[src/rtl/trivium_pkg.sv]
// trivium_pkg: command encodings, state segment widths and defaults shared by the Trivium UART block.
package trivium_pkg;
    typedef enum logic [1:0] {CMD_KEY = 2'd0, CMD_IV = 2'd1, CMD_INIT = 2'd2, CMD_PT = 2'd3} cmd_t;
    localparam int S1_W = 93;
    localparam int S2_W = 84;
    localparam int S3_W = 111;
    localparam int DEF_CLKS_PER_BIT = 16;
    localparam int DEF_WARMUP_CYCLES = 1152;
    function automatic logic [79:0] rev80(input logic [79:0] x);
        logic [79:0] r;
        for (int i = 0; i < 80; i++) r[i] = x[79-i];
        return r;
    endfunction
endpackage

[src/rtl/trivium_core.sv]
// trivium_core: 288-bit Trivium state with load, single-step update and combinational keystream bit z.
module trivium_core
    import trivium_pkg::*;
(
    input  logic        clk,
    input  logic        rst,
    input  logic        load,
    input  logic        step,
    input  logic [79:0] key,
    input  logic [79:0] iv,
    output logic        z
);
    localparam int B2 = S1_W;
    localparam int B3 = S1_W + S2_W;
    localparam int N = B3 + S3_W;
    // s[i] holds Trivium bit s_i, so the textbook taps read directly
    logic [N:1] s;
    logic t1, t2, t3;
    always_comb begin
        t1 = s[66] ^ s[B2];
        t2 = s[162] ^ s[B3];
        t3 = s[243] ^ s[N];
        z = t1 ^ t2 ^ t3;
    end
    always_ff @(posedge clk or posedge rst)
        if (rst) s <= '0;
        else if (load) s <= {3'b111, 108'b0, 4'b0, rev80(iv), 13'b0, rev80(key)};
        else if (step) s <= {s[N-1:B3+1], t2 ^ (s[175] & s[176]) ^ s[264],
                             s[B3-1:B2+1], t1 ^ (s[91] & s[92]) ^ s[171],
                             s[B2-1:1], t3 ^ (s[286] & s[287]) ^ s[69]};
endmodule

[src/rtl/trivium_uart_top.sv]
// trivium_uart_top: byte-wide key/IV/plaintext loader, Trivium encryption and UART 8N1 ciphertext output.
module trivium_uart_top
    import trivium_pkg::*;
#(
    parameter int CLKS_PER_BIT = DEF_CLKS_PER_BIT,
    parameter int WARMUP_CYCLES = DEF_WARMUP_CYCLES
) (
    input  logic       clk,
    input  logic       rst,
    input  logic       ena,
    input  logic [7:0] ui_in,
    input  logic [7:0] uio_in,
    output logic [7:0] uo_out,
    output logic [7:0] uio_out,
    output logic [7:0] uio_oe
);
    localparam logic [1:0] IDLE = 2'd0, INIT = 2'd1, KS = 2'd2, TX = 2'd3;
    localparam int CW = $clog2(WARMUP_CYCLES > CLKS_PER_BIT ? WARMUP_CYCLES : CLKS_PER_BIT) + 1;
    logic [1:0] state;
    logic [2:0] stb_sync;
    logic [CW-1:0] cnt;
    logic [3:0] bit_idx;
    logic [79:0] key, iv;
    logic [7:0] pt, ks;
    logic [8:0] sh;
    logic tx, init_done, pulse, z, load, unused_ok;
    cmd_t cmd;
    assign cmd = cmd_t'(uio_in[1:0]);
    assign pulse = stb_sync[1] & ~stb_sync[2];
    assign load = pulse && state == IDLE && cmd == CMD_INIT;
    assign uo_out = {4'b0, init_done, state == TX, state == IDLE, tx};
    assign uio_out = '0;
    assign uio_oe = '0;
    assign unused_ok = ^{ena, uio_in[7:3]};
    trivium_core u_core (
        .clk(clk), .rst(rst), .load(load), .step(state == INIT || state == KS),
        .key(key), .iv(iv), .z(z)
    );
    always_ff @(posedge clk or posedge rst)
        if (rst) begin
            state <= IDLE;
            stb_sync <= '0;
            cnt <= '0;
            bit_idx <= '0;
            key <= '0;
            iv <= '0;
            pt <= '0;
            ks <= '0;
            sh <= '1;
            tx <= 1'b1;
            init_done <= 1'b0;
        end else begin
            stb_sync <= {stb_sync[1:0], uio_in[2]};
            case (state)
                IDLE: if (pulse) begin
                    if (cmd == CMD_KEY) key <= {key[71:0], ui_in};
                    if (cmd == CMD_IV) iv <= {iv[71:0], ui_in};
                    if (cmd == CMD_INIT) begin
                        state <= INIT;
                        cnt <= '0;
                        init_done <= 1'b0;
                    end
                    if (cmd == CMD_PT && init_done) begin
                        state <= KS;
                        cnt <= '0;
                        pt <= ui_in;
                    end
                end
                INIT: begin
                    cnt <= cnt + CW'(1);
                    if (cnt == CW'(WARMUP_CYCLES - 1)) begin
                        state <= IDLE;
                        init_done <= 1'b1;
                    end
                end
                KS: begin
                    ks <= {ks[6:0], z};
                    cnt <= cnt + CW'(1);
                    // eighth keystream bit arrives this cycle, so the start bit goes out now
                    if (cnt == CW'(7)) begin
                        state <= TX;
                        tx <= 1'b0;
                        sh <= {1'b1, pt ^ {ks[6:0], z}};
                        cnt <= '0;
                        bit_idx <= '0;
                    end
                end
                default: if (cnt == CW'(CLKS_PER_BIT - 1)) begin
                    cnt <= '0;
                    if (bit_idx == 4'd9) state <= IDLE;
                    else begin
                        tx <= sh[0];
                        sh <= {1'b1, sh[8:1]};
                        bit_idx <= bit_idx + 4'd1;
                    end
                end else cnt <= cnt + CW'(1);
            endcase
        end
endmodule

[config.mk]
export PLATFORM = sky130hd
export DESIGN_NAME = trivium_uart_top
export DESIGN_NICKNAME = d
export VERILOG_FILES = /design/src/rtl/trivium_pkg.sv /design/src/rtl/trivium_core.sv /design/src/rtl/trivium_uart_top.sv
export SDC_FILE = /design/constraint.sdc
export NUM_CORES = 1
export LEC_CHECK = 0
export CORE_UTILIZATION = 35
export DETAILED_ROUTE_END_ITERATION = 12
export GPL_TIMING_DRIVEN = 0
export PLACE_DENSITY = 0.55
export SLEW_MARGIN = 20
export SYNTH_ARGS = -nofsm -noshare
export SYNTH_HDL_FRONTEND = slang
export SYNTH_SLANG_ARGS = --single-unit
[constraint.sdc]
create_clock -name clk -period 19.1 [get_ports clk]
set_clock_uncertainty 0.05 [all_clocks]
set_input_delay 2.865 -clock clk [delete_from_list [all_inputs] [get_ports clk]]
set_output_delay 2.865 -clock clk [all_outputs]
set_load 0.02 [all_outputs]
==> results.py <==
metrics = {
    "status": {
        "outcome": "finished, final reports clean",
    },
    "timing": {
        "drv_slew": 0,
        "slew_headroom_pct": 28.8,
        "fmax_mhz": 203,
        "period_needed_ns": 4.92,
        "setup_violations": 0,
        "rsz0062_at_grt": "no",
        "tightest_slew_ns": 1.07,
        "finalHoldViolCount": 0,
        "period_share_pct": 25.8,
        "setup_slack_ns": 14.18,
    },
    "floorplanning": {
        "pin_count": 43,
        "core_region_area_mm2": 0.0582,
        "fp.dieW_um": 246,
        "die_h_um": 246,
        "dieArea_mm2": 0.0604,
        "rows": 88,
        "initial_core_util_pct": 35.7,
    },
    "cells_and_area": {
        "area_growth_pct": 15.2,
        "fin_nets": 1829,
        "drive_above_1_share_pct": 17.5,
        "finalCoreUtilization_pct": 41.1,
        "antenna_cells": 0,
    },
    "synthesis": {
        "syn_inst": 1709,
        "netlist_area_mm2": 0.0208,
        "yosys_warnings": 0,
        "ys_ff_latch": 494,
        "ys_types": 47,
        "syn_area_per_cell_um2": 12.2,
        "yosysSeqAreaShare_pct": 59.5,
    },
    "hold_path": {
        "min_to": "stb_sync[1]",
        "hp-start": "stb_sync[0]",
        "hold_class": "flip-flop to flip-flop",
        "hold_depth": 0,
    },
    "worst_setup_path": {
        "r2r_end": "u_core.s[153]",
        "reg2reg_from": "state[0]",
        "cpPeakStageDelay_ns": 0.66,
        "start_kind": "flip-flop",
        "crit_path_max_fanout": 3,
        "path_cells": "inv_1 -> ha_1 -> clkdlybuf4s50_1",
        "crit_path_end_kind": "output pin",
        "cp_top_family": "buffers and inverters",
        "crit_cells": 3,
        "r2r.worst_path.cells": 7,
        "required_ns": 16.19,
        "rrSetupSlack_ns": 15.72,
        "cp.arrival_ns": 2.00,
        "crit_type": "flip-flop to output pin",
        "crit_buf_inv": 2,
        "crit_path_top_delay_cell": "clkdlybuf4s50_1",
    },
    "clocking": {
        "hold_buffers": 0,
        "clockBufferDepth": 3,
        "ctsResizeCount": 0,
        "cts_buffers": 54,
        "post_cts_buffers": 0,
        "clk_latency_ns": 0.61,
        "htree_levels": 2,
        "tritoncts": "done",
        "clock-sinks": 494,
        "clk_pin_slew_ns": 0.06,
        "root_buffer": "clkbuf_16",
    },
    "route": {
        "detail_route.wl_per_cell_um": 15.1,
        "drtPass1Iterations": 4,
        "drc": 0,
        "ant_nets": 0,
        "vias_per_cell": 4.76,
        "drtIter0Drc": 572,
        "routed_wl_um": 39500,
        "dr_total_vias": 12400,
    },
    "place": {
        "gp_congestion": 0.743,
        "port-buffer-count": 14,
        "hpwl_um": 26400,
        "pre_cts_slack_ns": 13.86,
    },
    "run": {
        "drv_cap": 0,
    },
    "power_and_ir_drop": {
        "power_density_mw_per_mm2": 90.9,
        "vdd_ir_drop_max_mv": 0.0683,
        "p_leak_nw": 9.87,
    },
    "grt": {
        "grt_pass1_wl_um": 67500,
        "antenna_found_initial": 0,
        "global_route.overflow_total": 0,
        "grt_pass1_vias": 12800,
        "grt_usage_pct": 13.6,
        "grt_max_degree": 112,
    },
}
cells in the final DEF, fill, tap and decap left out, types with 3 or more instances in the layout:
cell	instances
xnor2_1	13
or4_1	4
dfrtp_1	485
nand2_1	40
xor2_1	5
buf_16	5
clkbuf_1	87
nor2b_1	4
a21oi_1	164
clkdlybuf4s50_1	14
ha_1	7
clkinv_2	12
conb_1	20
mux2i_1	288
nor2_1	295
buf_1	19
inv_1	8
a22o_1	6
dfstp_2	9
bufinv_16	3
o21ai_0	26
nor3_1	6
clkbuf_16	55
mux2_2	175
buf_4	23
nand3_1	9
clkbuf_8	16
buf_2	11
cell families (layout without fill, tap and decap cells):
group / Yosys count / in the layout / synth area share, %
AOI/OAI and AO/OA: 213 / 213 / 5.56
xor gates and xnor gates: 19 / 19 / 0.867
adders and majority gates: 7 / 7 / 0.421
buffers and inverters: 138 / 258 / 2.97
DFF: 494 / 494 / 59.5
muxes: 463 / 463 / 23.3
other: 1 / 20 / 0.0180
and+or+nand+nor: 374 / 374 / 7.30
metrics by stage:
stage | TNS (ns) | area [um2] | hold slack [ns] | power, mW | instances
final | 0 | 23900 | 0.298 | 2.18 | 2613
after global routing | 0 | 23900 | 0.313 | 2.27 | 2613
after CTS | 0 | 23900 | 0.300 | 2.22 | 2613
after detailed placement | 0 | 22100 | 0.287 | 1.14 | 2512
after global placement | -1442.81 | 22000 | 0.289 | 1.14 | 2507
after floorplan | 0 | 20900 | 0.281 | 1.13 | 1728
flip-flops by register name (all words and copies together) (netlist names):
register   cells
stb_sync       3
state          2
u_core.s     288
key           80
pt             8
sh             8
init_done      1
iv            80
cnt           12
ks             7
tx             1
bit_idx        4
cell usage after synthesis, drive strengths merged:
master	instances	area, um2
ha	7	87.6
mux2i	288	2880
or4	6	52.6
a21o	2	15.0
a311oi	1	8.76
nor4	2	12.5
nand4	2	12.5
buf	53	299
inv	9	33.8
conb	1	3.75
or4b	1	10.0
nand2b	1	6.26
dfstp	9	236
nand3	9	45.0
or3	2	13.8
a31oi	1	12.5
xor2	5	43.8
o211ai	1	12.5
o311ai	1	8.76
a22o	6	52.6
nor3	8	51.3
o221ai	2	17.5
o41ai	1	8.76
xnor3	1	22.5
a32oi	2	17.5
nand4b	2	17.5
a32o	1	11.3
nor3b	1	7.51
a221o	1	10.0
mux2	175	1970
clkbuf	76	285
a211oi	1	7.51
nor2b	4	25.0
nor2	295	1110
o21ai	27	135
a21oi	166	838
nand2	40	150
dfrtp	485	12100
and3	1	6.26
xnor2	13	114
worst max path at each step:
stage	slack [ns]	to	from
final	14.18	uo_out[1]	state[0]
after global routing	14.11	uo_out[1]	state[0]
after CTS	14.16	uo_out[1]	state[0]
after detailed placement	13.86	u_core.s[68]	uio_in[0]
after global placement	-3.03	u_core.s[22]	rst
after floorplan	2.41	bit_idx[0]	rst
power breakdown:
part           leakage [nW]  internal [mW]  switching [mW]
combinational          3.45         0.0173          0.0347
sequential             5.50           1.06         0.00889
clock                 0.920          0.633           0.421
worst register-to-register path, cell delays in order, from the launching register on:
cell and delay, ns:
dfrtp_1 0.38, inv_1 0.09, ha_1 0.28, clkbuf_1 0.69, clkbuf_1 0.73, buf_1 0.67, mux2i_1 0.27, a21oi_1 0.08
cell type report:
type	instances	area, um2
fill	5532	34300
sequential	494	12400
inverter	9	41.3
timing repair buffer	19	278
clock buffer	82	1640
multi-input combinational	1096	7880
clock inverter	19	199
tap	765	957
buffer	129	584
layer usage:
layer | track usage [%] | up-vias | share of wire [%]
met5 | 0 | - | 0
met2 | 21.4 | 121 | 45
li1 | - | 6062 | -
met4 | 3.71 | 0 | 1.8
met3 | 2.55 | 61 | 3.4
met1 | 19.2 | 6184 | 49
No activity file was read; power rests on OpenSTA's default activity.
